==> src/rtl/branch_resolve_unit_if.sv <==
// Branch resolve bus: groups the request, ALU compare and response signals of
// branch_resolve_unit into one bundle.
//   master : decode/issue + ALU + PC-select side (drives requests, GES, rsp_ready)
//   slave  : branch_resolve_unit (drives req_ready, ALU operands, responses)
// Parameter XLEN sets data/PC width and must match the unit it connects to.
interface branch_resolve_unit_if #(
    parameter int XLEN = 32
);
    logic            req_valid;
    logic            req_ready;
    logic [2:0]      req_funct3;
    logic [XLEN-1:0] req_rs1;
    logic [XLEN-1:0] req_rs2;
    logic [XLEN-1:0] req_pc;
    logic [XLEN-1:0] req_imm;
    logic [XLEN-1:0] alu_arg1;
    logic [XLEN-1:0] alu_arg2;
    logic [3:0]      alu_ctrl;
    logic [2:0]      alu_ges;
    logic            rsp_valid;
    logic            rsp_ready;
    logic            rsp_taken;
    logic [XLEN-1:0] rsp_target;
    logic            rsp_illegal;
    logic            rsp_ges_err;

    modport master (
        output req_valid, req_funct3, req_rs1, req_rs2, req_pc, req_imm,
        output alu_ges, rsp_ready,
        input  req_ready, alu_arg1, alu_arg2, alu_ctrl,
        input  rsp_valid, rsp_taken, rsp_target, rsp_illegal, rsp_ges_err
    );

    modport slave (
        input  req_valid, req_funct3, req_rs1, req_rs2, req_pc, req_imm,
        input  alu_ges, rsp_ready,
        output req_ready, alu_arg1, alu_arg2, alu_ctrl,
        output rsp_valid, rsp_taken, rsp_target, rsp_illegal, rsp_ges_err
    );
endinterface

==> src/rtl/branch_resolve_unit.sv <==
// Branch resolve unit: takes one branch request from decode, drives the ALU
// with the compare operands and an unsigned (1000) / signed (1001) compare
// code for ALU_LAT cycles, samples the GES flags and returns taken/next-PC.
// Ports:
//   clk    system clock, rising edge
//   rst_n  asynchronous active-low reset
//   bus    branch_resolve_unit_if.slave (request, ALU compare, response)
// Parameters: ALU_LAT (>=1) cycles from ALU drive to GES sample; XLEN width.
// Optional macro BRU_GES_CHECK_EN: flag non-one-hot GES as rsp_ges_err and
// force not-taken; when undefined rsp_ges_err is tied 0.
//
// state | meaning
// IDLE  | req_ready=1, waiting for a request
// ISSUE | ALU operands/code driven, down-counter running, GES sampled at end
// RESP  | first cycle builds the response, then rsp_valid held until accepted
module branch_resolve_unit #(
    parameter int ALU_LAT = 1,
    parameter int XLEN    = 32
) (
    input logic                  clk,
    input logic                  rst_n,
    branch_resolve_unit_if.slave bus
);
    localparam int CNT_W = (ALU_LAT > 1) ? $clog2(ALU_LAT) : 1;

    typedef enum logic [1:0] {IDLE, ISSUE, RESP} state_t;

    state_t            state_q, state_d;
    logic [CNT_W-1:0]  cnt_q, cnt_d;
    logic [2:0]        funct3_q, funct3_d;
    logic [XLEN-1:0]   pc_q, pc_d;
    logic [XLEN-1:0]   imm_q, imm_d;
    logic [2:0]        ges_q, ges_d;
    logic              illegal_q, illegal_d;
    logic              req_ready_q, req_ready_d;
    logic [XLEN-1:0]   alu_arg1_q, alu_arg1_d;
    logic [XLEN-1:0]   alu_arg2_q, alu_arg2_d;
    logic [3:0]        alu_ctrl_q, alu_ctrl_d;
    logic              rsp_valid_q, rsp_valid_d;
    logic              rsp_taken_q, rsp_taken_d;
    logic [XLEN-1:0]   rsp_target_q, rsp_target_d;
    logic              rsp_illegal_q, rsp_illegal_d;
    logic              rsp_ges_err_q, rsp_ges_err_d;

    logic              ges_eq, ges_lt, ges_gt;
    logic              taken_raw, taken_w, ges_err_w;
    logic [XLEN-1:0]   target_w;

    // Resolution from the captured request and the sampled GES flags.
    always_comb begin
        ges_eq = (ges_q == 3'b010);
        ges_lt = (ges_q == 3'b001);
        ges_gt = (ges_q == 3'b100);
        case (funct3_q)
            3'b000:         taken_raw = ges_eq;
            3'b001:         taken_raw = !ges_eq;
            3'b100, 3'b110: taken_raw = ges_lt;
            3'b101, 3'b111: taken_raw = ges_gt || ges_eq;
            default:        taken_raw = 1'b0;
        endcase
`ifdef BRU_GES_CHECK_EN
        ges_err_w = !illegal_q && !(ges_eq || ges_lt || ges_gt);
`else
        ges_err_w = 1'b0;
`endif
        taken_w  = taken_raw && !illegal_q && !ges_err_w;
        target_w = taken_w ? (pc_q + imm_q) : (pc_q + XLEN'(4));
    end

    always_comb begin
        state_d       = state_q;
        cnt_d         = cnt_q;
        funct3_d      = funct3_q;
        pc_d          = pc_q;
        imm_d         = imm_q;
        ges_d         = ges_q;
        illegal_d     = illegal_q;
        alu_arg1_d    = alu_arg1_q;
        alu_arg2_d    = alu_arg2_q;
        alu_ctrl_d    = alu_ctrl_q;
        rsp_valid_d   = rsp_valid_q;
        rsp_taken_d   = rsp_taken_q;
        rsp_target_d  = rsp_target_q;
        rsp_illegal_d = rsp_illegal_q;
        rsp_ges_err_d = rsp_ges_err_q;
        case (state_q)
            IDLE: begin
                if (bus.req_valid && req_ready_q) begin
                    funct3_d = bus.req_funct3;
                    pc_d     = bus.req_pc;
                    imm_d    = bus.req_imm;
                    if (bus.req_funct3[2:1] == 2'b01) begin
                        illegal_d = 1'b1;
                        state_d   = RESP;
                    end else begin
                        illegal_d  = 1'b0;
                        state_d    = ISSUE;
                        cnt_d      = CNT_W'(ALU_LAT - 1);
                        alu_arg1_d = bus.req_rs1;
                        alu_arg2_d = bus.req_rs2;
                        // BLTU/BGEU (11x) compare unsigned, the rest signed
                        alu_ctrl_d = (bus.req_funct3[2:1] == 2'b11) ? 4'b1000 : 4'b1001;
                    end
                end
            end
            ISSUE: begin
                if (cnt_q == '0) begin
                    ges_d      = bus.alu_ges;
                    state_d    = RESP;
                    alu_arg1_d = '0;
                    alu_arg2_d = '0;
                    alu_ctrl_d = 4'b0000;
                end else begin
                    cnt_d = cnt_q - CNT_W'(1);
                end
            end
            RESP: begin
                if (!rsp_valid_q) begin
                    rsp_valid_d   = 1'b1;
                    rsp_taken_d   = taken_w;
                    rsp_target_d  = target_w;
                    rsp_illegal_d = illegal_q;
                    rsp_ges_err_d = ges_err_w;
                end else if (bus.rsp_ready) begin
                    rsp_valid_d   = 1'b0;
                    rsp_taken_d   = 1'b0;
                    rsp_target_d  = '0;
                    rsp_illegal_d = 1'b0;
                    rsp_ges_err_d = 1'b0;
                    state_d       = IDLE;
                end
            end
            default: state_d = IDLE;
        endcase
        // Registered so that req_ready reads 0 throughout reset.
        req_ready_d = (state_d == IDLE);
    end

    always_ff @(posedge clk or negedge rst_n) begin
        if (!rst_n) begin
            state_q       <= IDLE;
            cnt_q         <= '0;
            funct3_q      <= 3'b000;
            pc_q          <= '0;
            imm_q         <= '0;
            ges_q         <= 3'b000;
            illegal_q     <= 1'b0;
            req_ready_q   <= 1'b0;
            alu_arg1_q    <= '0;
            alu_arg2_q    <= '0;
            alu_ctrl_q    <= 4'b0000;
            rsp_valid_q   <= 1'b0;
            rsp_taken_q   <= 1'b0;
            rsp_target_q  <= '0;
            rsp_illegal_q <= 1'b0;
            rsp_ges_err_q <= 1'b0;
        end else begin
            state_q       <= state_d;
            cnt_q         <= cnt_d;
            funct3_q      <= funct3_d;
            pc_q          <= pc_d;
            imm_q         <= imm_d;
            ges_q         <= ges_d;
            illegal_q     <= illegal_d;
            req_ready_q   <= req_ready_d;
            alu_arg1_q    <= alu_arg1_d;
            alu_arg2_q    <= alu_arg2_d;
            alu_ctrl_q    <= alu_ctrl_d;
            rsp_valid_q   <= rsp_valid_d;
            rsp_taken_q   <= rsp_taken_d;
            rsp_target_q  <= rsp_target_d;
            rsp_illegal_q <= rsp_illegal_d;
            rsp_ges_err_q <= rsp_ges_err_d;
        end
    end

    assign bus.req_ready   = req_ready_q;
    assign bus.alu_arg1    = alu_arg1_q;
    assign bus.alu_arg2    = alu_arg2_q;
    assign bus.alu_ctrl    = alu_ctrl_q;
    assign bus.rsp_valid   = rsp_valid_q;
    assign bus.rsp_taken   = rsp_taken_q;
    assign bus.rsp_target  = rsp_target_q;
    assign bus.rsp_illegal = rsp_illegal_q;
    assign bus.rsp_ges_err = rsp_ges_err_q;
endmodule

==> src/flat_wrapper.sv <==
// flat-port wrapper written by rule: the top's interface ports become plain ports
module branch_resolve_unit_flat 
#(
    parameter int ALU_LAT = 1,
    parameter int XLEN    = 32
)
  (clk, rst_n, bus_req_valid, bus_req_funct3, bus_req_rs1, bus_req_rs2, bus_req_pc, bus_req_imm, bus_alu_ges, bus_rsp_ready, bus_req_ready, bus_alu_arg1, bus_alu_arg2, bus_alu_ctrl, bus_rsp_valid, bus_rsp_taken, bus_rsp_target, bus_rsp_illegal, bus_rsp_ges_err);
  branch_resolve_unit_if #(.XLEN(XLEN)) bus_i ();
  input logic clk;
  input logic rst_n;
  input wire logic [$bits(bus_i.req_valid)-1:0] bus_req_valid;
  input wire logic [$bits(bus_i.req_funct3)-1:0] bus_req_funct3;
  input wire logic [$bits(bus_i.req_rs1)-1:0] bus_req_rs1;
  input wire logic [$bits(bus_i.req_rs2)-1:0] bus_req_rs2;
  input wire logic [$bits(bus_i.req_pc)-1:0] bus_req_pc;
  input wire logic [$bits(bus_i.req_imm)-1:0] bus_req_imm;
  input wire logic [$bits(bus_i.alu_ges)-1:0] bus_alu_ges;
  input wire logic [$bits(bus_i.rsp_ready)-1:0] bus_rsp_ready;
  output wire logic [$bits(bus_i.req_ready)-1:0] bus_req_ready;
  output wire logic [$bits(bus_i.alu_arg1)-1:0] bus_alu_arg1;
  output wire logic [$bits(bus_i.alu_arg2)-1:0] bus_alu_arg2;
  output wire logic [$bits(bus_i.alu_ctrl)-1:0] bus_alu_ctrl;
  output wire logic [$bits(bus_i.rsp_valid)-1:0] bus_rsp_valid;
  output wire logic [$bits(bus_i.rsp_taken)-1:0] bus_rsp_taken;
  output wire logic [$bits(bus_i.rsp_target)-1:0] bus_rsp_target;
  output wire logic [$bits(bus_i.rsp_illegal)-1:0] bus_rsp_illegal;
  output wire logic [$bits(bus_i.rsp_ges_err)-1:0] bus_rsp_ges_err;
  assign bus_i.req_valid = bus_req_valid;
  assign bus_i.req_funct3 = bus_req_funct3;
  assign bus_i.req_rs1 = bus_req_rs1;
  assign bus_i.req_rs2 = bus_req_rs2;
  assign bus_i.req_pc = bus_req_pc;
  assign bus_i.req_imm = bus_req_imm;
  assign bus_i.alu_ges = bus_alu_ges;
  assign bus_i.rsp_ready = bus_rsp_ready;
  assign bus_req_ready = bus_i.req_ready;
  assign bus_alu_arg1 = bus_i.alu_arg1;
  assign bus_alu_arg2 = bus_i.alu_arg2;
  assign bus_alu_ctrl = bus_i.alu_ctrl;
  assign bus_rsp_valid = bus_i.rsp_valid;
  assign bus_rsp_taken = bus_i.rsp_taken;
  assign bus_rsp_target = bus_i.rsp_target;
  assign bus_rsp_illegal = bus_i.rsp_illegal;
  assign bus_rsp_ges_err = bus_i.rsp_ges_err;
  branch_resolve_unit #(.ALU_LAT(ALU_LAT), .XLEN(XLEN)) u_core (.clk(clk), .rst_n(rst_n), .bus(bus_i));
endmodule
==> config.mk <==
export PLATFORM = sky130hd
export DESIGN_NAME = branch_resolve_unit_flat
export DESIGN_NICKNAME = d
export VERILOG_FILES = /design/src/rtl/branch_resolve_unit_if.sv /design/src/rtl/branch_resolve_unit.sv /design/src/flat_wrapper.sv
export SDC_FILE = /design/constraint.sdc
export NUM_CORES = 1
export LEC_CHECK = 0
export CAP_MARGIN = 0
export CORE_ASPECT_RATIO = 0.9
export CORE_MARGIN = 4
export CORE_UTILIZATION = 60
export DETAILED_ROUTE_END_ITERATION = 10
export DONT_BUFFER_PORTS = 1
export PLACE_DENSITY = 0.82
export SYNTH_ARGS = -nofsm -noshare
export SYNTH_HDL_FRONTEND = slang
export SYNTH_SLANG_ARGS = --single-unit
==> constraint.sdc <==
create_clock -name clk -period 3.13 [get_ports clk]
set_clock_uncertainty 0.15 [all_clocks]
set_input_delay 0.626 -clock clk [delete_from_list [all_inputs] [get_ports clk]]
set_output_delay 0.626 -clock clk [all_outputs]
set_load 0.1 [all_outputs]
==> metrics.txt, run 1 <==
outcome=complete, but fails checks; violated checks=negative hold slack; Skew-Pair Late Insertion Delay=0.44 ns; residual antenna-violating net count after detailed routing=0; register clock-pin slew on the reported worst setup and hold paths=0.07 ns; Crit. End Element=flop; Post-Route WL=23,400 um; share of the cycle needed by the critical path after routing=0.927; Buffers on Ports=0; total track usage=0.276; Mapped Cells=945; warnings from Yosys=0; Final Wtd Congestion=0.974; Setup TNS Final=0 ns; post-CTS setup buffers=0; number of synthesized register bits=175; chip width=137 um; slew margin rel.=0.284; via count of the first global-routing pass=7,006; average cell area after synthesis=9.45 um2; max cap viols=0; post-cts resize count=0; startpoint type of the worst setup path=flop; unrepaired setup endpoints after global routing=false; clock net sink count=175; chip height=124 um; total number of vias=7,154; met2 wire length=11,000 um; number of core rows=42; drt initial violations=560; final-report setup violation count=0; Initial Utilization=0.609; worst hold slack across all endpoints=-0.265 ns; number of filler instances in the final layout=1,168; count of H-tree levels built during CTS=4; clock buffers created by TritonCTS=17; residual overflow from global routing=0; post-route core utilization=0.666; Pre-antenna DRT Iters=5; detailed-route DRC error count=0; kind of path behind the tightest hold check=input port to async pin; die area=16,900 um2; top sig layer=met4; CTS tree=built; ys async rst share=1.00; wire length per cell after detailed routing=20.4 um; Max Transition Viols Final=0; measured slew at the worst slew-check pin=1.07 ns; drt via density=6.24; antenna diode count=0; largest net degree at the start of global routing=176; critical path data arrival time=3.07 ns; Synth Cell Area=8930 um2; clock buffer depth=2; share of synthesized area occupied by flip-flops and latches=0.490; number of placed I/O pins=243; total half-perimeter wirelength after legalization and detailed placement=17,000 um; net count reported at finish=1,106; Crit path required time=3.30 ns; Final Critical Period=2.90 ns; count of flip-flops with a built-in enable after synthesis=0; worst-path maximum fanout=3; worst setup path category=flop to flop; initial antenna violation count=0; first-pass GRT wire length=36,700 um; area of the core=14,700 um2; final hold violations=175; CTS Root Buffer Type=sky130_fd_sc_hd__clkbuf_16; FMAX=345 MHz; Post-synth top flop=sky130_fd_sc_hd__dfrtp_1; area growth from synthesis to layout=9.45%; met3 WL post-DR=2070 um; share of final-layout standard cells stronger than drive strength 1=0.0707; number of unique standard cell types used by synthesis=67; Met1 Routed Length=9710 um
==> per-stage QoR <==
step | hold WS, ns | instance area, um2 | cells | worst slack (ns)
6_report | -0.265 | 9770 | 1146 | 0.228
2_1_floorplan | 0.180 | 8940 | 947 | 0.474
5_1_grt | -0.290 | 9770 | 1146 | 0.126
3_3_place_gp | 0.187 | 9130 | 1114 | 0.384
4_1_cts | -0.274 | 9770 | 1146 | 0.272
3_5_place_dp | 0.188 | 9130 | 1114 | 0.290
==> metal layers <==
metal / vias to the layer above / global-route usage
met4: 0 / 0.104
met2: 320 / 0.417
li1: 3303 / -
met3: 45 / 0.0832
met1: 3486 / 0.380
met5: - / 0
==> layout make-up <==
class / instances / area (um2) / share of cell area
flip-flops and latches: 175 / 4380 / 0.448
multi-input cells: 715 / 4350 / 0.445
clock buffers: 17 / 425 / 0.0435
well taps: 198 / 248 / 0.0254
clock inverters: 15 / 216 / 0.0222
repair buffers: 15 / 113 / 0.0115
inverters: 11 / 41.3 / 0.00423
==> layout by cell type (no fill, tap or decap), types with 3 or more instances in the layout <==
| cell | n |
|---|---|
| sky130_fd_sc_hd__a21o_1 | 11 |
| sky130_fd_sc_hd__a21oi_1 | 41 |
| sky130_fd_sc_hd__a221o_1 | 7 |
| sky130_fd_sc_hd__a22o_1 | 68 |
| sky130_fd_sc_hd__a22oi_1 | 6 |
| sky130_fd_sc_hd__a31oi_1 | 3 |
| sky130_fd_sc_hd__and3_1 | 7 |
| sky130_fd_sc_hd__and4_1 | 3 |
| sky130_fd_sc_hd__buf_4 | 15 |
| sky130_fd_sc_hd__clkbuf_16 | 17 |
| sky130_fd_sc_hd__clkinv_8 | 10 |
| sky130_fd_sc_hd__conb_1 | 3 |
| sky130_fd_sc_hd__dfrtp_1 | 175 |
| sky130_fd_sc_hd__ha_1 | 32 |
| sky130_fd_sc_hd__inv_1 | 11 |
| sky130_fd_sc_hd__mux2_2 | 3 |
| sky130_fd_sc_hd__mux2i_1 | 3 |
| sky130_fd_sc_hd__nand2_1 | 264 |
| sky130_fd_sc_hd__nand2b_1 | 3 |
| sky130_fd_sc_hd__nand3_1 | 17 |
| sky130_fd_sc_hd__nand4_1 | 18 |
| sky130_fd_sc_hd__nor2_1 | 41 |
| sky130_fd_sc_hd__nor2b_1 | 5 |
| sky130_fd_sc_hd__nor3_1 | 6 |
| sky130_fd_sc_hd__o211ai_1 | 4 |
| sky130_fd_sc_hd__o21a_1 | 5 |
| sky130_fd_sc_hd__o21ai_0 | 43 |
| sky130_fd_sc_hd__o21ai_1 | 8 |
| sky130_fd_sc_hd__o21ai_2 | 3 |
| sky130_fd_sc_hd__o21bai_1 | 4 |
| sky130_fd_sc_hd__o221ai_1 | 8 |
| sky130_fd_sc_hd__or3_1 | 5 |
| sky130_fd_sc_hd__xnor2_1 | 31 |
| sky130_fd_sc_hd__xor2_1 | 21 |
==> cells in the mapped netlist (2+ instances only) <==
library cell	number	share of area
sky130_fd_sc_hd__a211o_1	2	0.0020
sky130_fd_sc_hd__a211oi_2	2	0.0028
sky130_fd_sc_hd__a21boi_0	2	0.0017
sky130_fd_sc_hd__a21o_1	11	0.0092
sky130_fd_sc_hd__a21oi_1	41	0.023
sky130_fd_sc_hd__a221o_1	7	0.0078
sky130_fd_sc_hd__a22o_1	68	0.067
sky130_fd_sc_hd__a22oi_1	6	0.0050
sky130_fd_sc_hd__a31oi_1	3	0.0021
sky130_fd_sc_hd__and2_1	2	0.0014
sky130_fd_sc_hd__and2b_1	2	0.0017
sky130_fd_sc_hd__and3_1	7	0.0049
sky130_fd_sc_hd__and4_1	3	0.0029
sky130_fd_sc_hd__buf_1	4	0.0017
sky130_fd_sc_hd__buf_2	9	0.0050
sky130_fd_sc_hd__buf_4	3	0.0025
sky130_fd_sc_hd__clkbuf_1	30	0.013
sky130_fd_sc_hd__dfrtp_1	175	0.49
sky130_fd_sc_hd__ha_1	32	0.045
sky130_fd_sc_hd__inv_1	11	0.0046
sky130_fd_sc_hd__mux2_2	3	0.0038
sky130_fd_sc_hd__mux2i_1	3	0.0034
sky130_fd_sc_hd__nand2_1	264	0.11
sky130_fd_sc_hd__nand2b_1	3	0.0021
sky130_fd_sc_hd__nand3_1	17	0.0095
sky130_fd_sc_hd__nand4_1	18	0.013
sky130_fd_sc_hd__nor2_1	42	0.018
sky130_fd_sc_hd__nor2b_1	5	0.0035
sky130_fd_sc_hd__nor3_1	7	0.0039
sky130_fd_sc_hd__o211ai_1	4	0.0034
sky130_fd_sc_hd__o21a_1	5	0.0042
sky130_fd_sc_hd__o21ai_0	43	0.024
sky130_fd_sc_hd__o21ai_1	9	0.0050
sky130_fd_sc_hd__o21ai_2	2	0.0020
sky130_fd_sc_hd__o21bai_1	5	0.0042
sky130_fd_sc_hd__o221ai_1	8	0.0078
sky130_fd_sc_hd__or3_1	6	0.0042
sky130_fd_sc_hd__or4_1	2	0.0017
sky130_fd_sc_hd__xnor2_1	31	0.030
sky130_fd_sc_hd__xor2_1	21	0.021
==> worst max-delay path, stage by stage, from the launching register on <==
cell                        delay [ns]
sky130_fd_sc_hd__dfrtp_1          0.40
sky130_fd_sc_hd__ha_1             0.24
sky130_fd_sc_hd__fa_1             0.44
sky130_fd_sc_hd__a211oi_2         0.28
sky130_fd_sc_hd__o21bai_1         0.18
sky130_fd_sc_hd__a221oi_4         0.37
sky130_fd_sc_hd__a2111oi_4        0.15
sky130_fd_sc_hd__o21ai_2          0.17
sky130_fd_sc_hd__mux2i_1          0.09
sky130_fd_sc_hd__a221o_1          0.32
==> flip-flops by register name, indices dropped and copies added (netlist names), 2 cells and up <==
name                   flops
u_core.state_q             2
u_core.bus.alu_arg1       32
u_core.ges_q               3
u_core.bus.rsp_target     32
u_core.bus.alu_ctrl        2
u_core.bus.alu_arg2       32
u_core.imm_q              32
u_core.pc_q               32
u_core.funct3_q            3
==> cell families after synthesis <==
group	share of synthesized area
buffers and inverters	0.0265
XOR/XNOR	0.0510
AO/OA/AOI/OAI	0.191
flip-flops	0.490
other	0.000420
multiplexers	0.00715
adder cells (fa/ha/maj)	0.0471
AND/OR/NAND/NOR	0.186
==> path summary, 6_finish.rpt <==
kind                                   from                        end  slack [ns]  cells after the start
setup / recovery            u_core.imm_q[0]  u_core.bus.rsp_target[30]        0.23                      9
hold / removal                        rst_n            u_core.pc_q[17]       -0.26                      0
setup reg to reg            u_core.imm_q[0]  u_core.bus.rsp_target[30]        0.23                      9
hold reg to reg            u_core.imm_q[14]           u_core.imm_q[14]        0.34                      2
max in group asynchronous             rst_n  u_core.bus.rsp_target[27]        2.71                      0
min in group clk             bus_req_imm[2]            u_core.imm_q[2]        0.13                      2
Power of run 1 is left out: the tool's default activity adds up to more than one toggle a clock period on the data nets, which glitch-free logic cannot reach.
==> inputs of run 2 (changes only) <==
CTS_CLUSTER_DIAMETER = 120   (was default)
SKIP_LAST_GASP = 1   (was default)
==> results of run 2 <==
The final DEF is identical to that of run 1; final timing and power are the same.
Power of run 2 is left out for the same reason.
==> inputs of run 3 (changes only) <==
==> constraint.sdc (replaced) <==
create_clock -name clk -period 3.13 [get_ports clk]
set_clock_uncertainty 0.15 [all_clocks]
set_input_delay 0.313 -clock clk [delete_from_list [all_inputs] [get_ports clk]]
set_output_delay 0.313 -clock clk [all_outputs]
set_load 0.1 [all_outputs]
==> run 3 against run 2 <==
The run still ends with negative hold slack left. Sequential cell count stayed put. Critical path depth is the same. Via count is 11% higher. Clock-buffer cell count is the same. Worst hold slack lost 0.31 ns. Register-to-register slack improved by 0.03 ns. Global-route usage increased by 4.5 points. Wire length up 15%. Die area unchanged. Design area up 14%. Non-clock buffer count up 135.
==> metrics.txt, run 3 (synthesis gave the netlist of run 1 again) <==
Post-Route WL=27,100 um; area of the core=14,700 um2; drt via density=6.20; max cap viols=0; Final Wtd Congestion=0.974; CP max stage cell=sky130_fd_sc_hd__fa_1; Final Critical Period=2.87 ns; number of buffers inserted for hold repair after clock tree synthesis=135; unrepaired setup endpoints after global routing=false; FMAX=348 MHz; critical path's largest stage delay=0.44 ns; die area=16,900 um2; kind of path behind the tightest hold check=input port to async pin; clock buffers created by TritonCTS=17; Crit path required time=3.30 ns; startpoint type of the worst setup path=flop; gate family responsible for the most delay along the worst path=compound AO/OA/AOI/OAI gates; post-layout instance count excluding filler cells=1,282; residual overflow from global routing=0; clock buffer depth=2; via count of the first global-routing pass=7,969; CP bufs+invs=0; violated checks=negative hold slack; critical path data arrival time=3.04 ns; measured slew at the worst slew-check pin=1.14 ns; register clock-pin slew on the reported worst setup and hold paths=0.08 ns; chip height=124 um; outcome=complete, but fails checks; area growth from synthesis to layout=24.6%; commonest non-fill, non-tap cell in the layout=sky130_fd_sc_hd__nand2_1; share of final-layout standard cells stronger than drive strength 1=0.0619; clock net sink count=175; worst hold slack across all endpoints=-0.578 ns; Pre-antenna DRT Iters=6; Max Transition Viols Final=0; Skew-Pair Late Insertion Delay=0.44 ns; drt initial violations=719; first-pass GRT wire length=42,300 um; count of H-tree levels built during CTS=4; largest net degree at the start of global routing=176; Setup TNS Final=0 ns; critical path, cell by cell=ha_1, fa_1, a211oi_2, o21bai_1, a221oi_4, a2111oi_4, o21ai_2, mux2i_1, a221o_1; initial antenna violation count=1; most used cells in the layout excluding fill and tap cells=sky130_fd_sc_hd__nand2_1 (264), sky130_fd_sc_hd__dfrtp_1 (175), sky130_fd_sc_hd__dlygate4sd3_1 (135), sky130_fd_sc_hd__a22o_1 (68), sky130_fd_sc_hd__o21ai_0 (43); Initial Utilization=0.609; total number of vias=7,954; wire length per cell after detailed routing=21.1 um; number of placed I/O pins=243; instance area after placement=9130 um2; CTS tree=built; slew margin rel.=0.242; post-cts resize count=0; post-place setup slack=0.290 ns; CTS Root Buffer Type=sky130_fd_sc_hd__clkbuf_16; final setup margin=0.258 ns; detailed-route DRC error count=0; chip width=137 um; count of placed standard cells including taps=1,114; residual antenna-violating net count after detailed routing=0; Finished Cell Area=11,100 um2; total half-perimeter wirelength after legalization and detailed placement=17,000 um; Crit. End Element=flop; worst-path maximum fanout=3; number of core rows=42; net count reported at finish=1,241; final hold violations=175; share of the cycle needed by the critical path after routing=0.918; Buffers on Ports=0; final-report setup violation count=0; worst setup path category=flop to flop; total track usage=0.321
-- run 3: changes by cell type in the layout (fill, tap and decap cells not counted), sizes merged --
| cell | before | now |
|---|---|---|
| dlygate4sd3 | 0 | 135 |
| diode | 0 | 1 |
-- run 3: per-stage QoR --
stage                     utilization  hold slack (ns)
after floorplan                     -           -0.133
after global placement          0.623           -0.126
after detailed placement        0.623           -0.125
after global routing            0.759           -0.598
after CTS                       0.759           -0.587
final                           0.759           -0.578
-- run 3: timing repair --
action / 4_1_cts / 5_1_grt
endpoints found under the hold margin: 312 / 175
endpoints found under the setup margin: 0 / 0
setup buffers: 0 / 0
-- run 3: worst paths after layout --
path	start	end	slack, ns	depth (start not counted)
setup / recovery	u_core.imm_q[0]	u_core.bus.rsp_target[30]	0.26	9
hold / removal	rst_n	u_core.imm_q[20]	-0.58	0
setup reg to reg	u_core.imm_q[0]	u_core.bus.rsp_target[30]	0.26	9
hold reg to reg	u_core.imm_q[14]	u_core.imm_q[14]	0.34	2
max in group asynchronous	rst_n	u_core.imm_q[17]	2.99	0
min in group clk	bus_req_funct3[1]	u_core.illegal_q	0.09	3
-- run 3: area by class of cell --
cell class,count,area [um2]
Antenna cell,1,2.50
Clock buffer,17,425
Clock inverter,15,216
Fill cell,963,3540
Inverter,11,41.3
Multi-Input combinational cell,715,4350
Sequential cell,175,4380
Tap cell,198,248
Timing Repair Buffer,150,1460
-- run 3: routing by layer --
layer,part of all wire,vias up,GRT usage
li1,-,3569,-
met3,0.093,77,0.0844
met5,0,-,0
met2,0.49,466,0.520
met4,0.034,0,0.129
met1,0.38,3842,0.416
Power of run 3 is left out for the same reason.
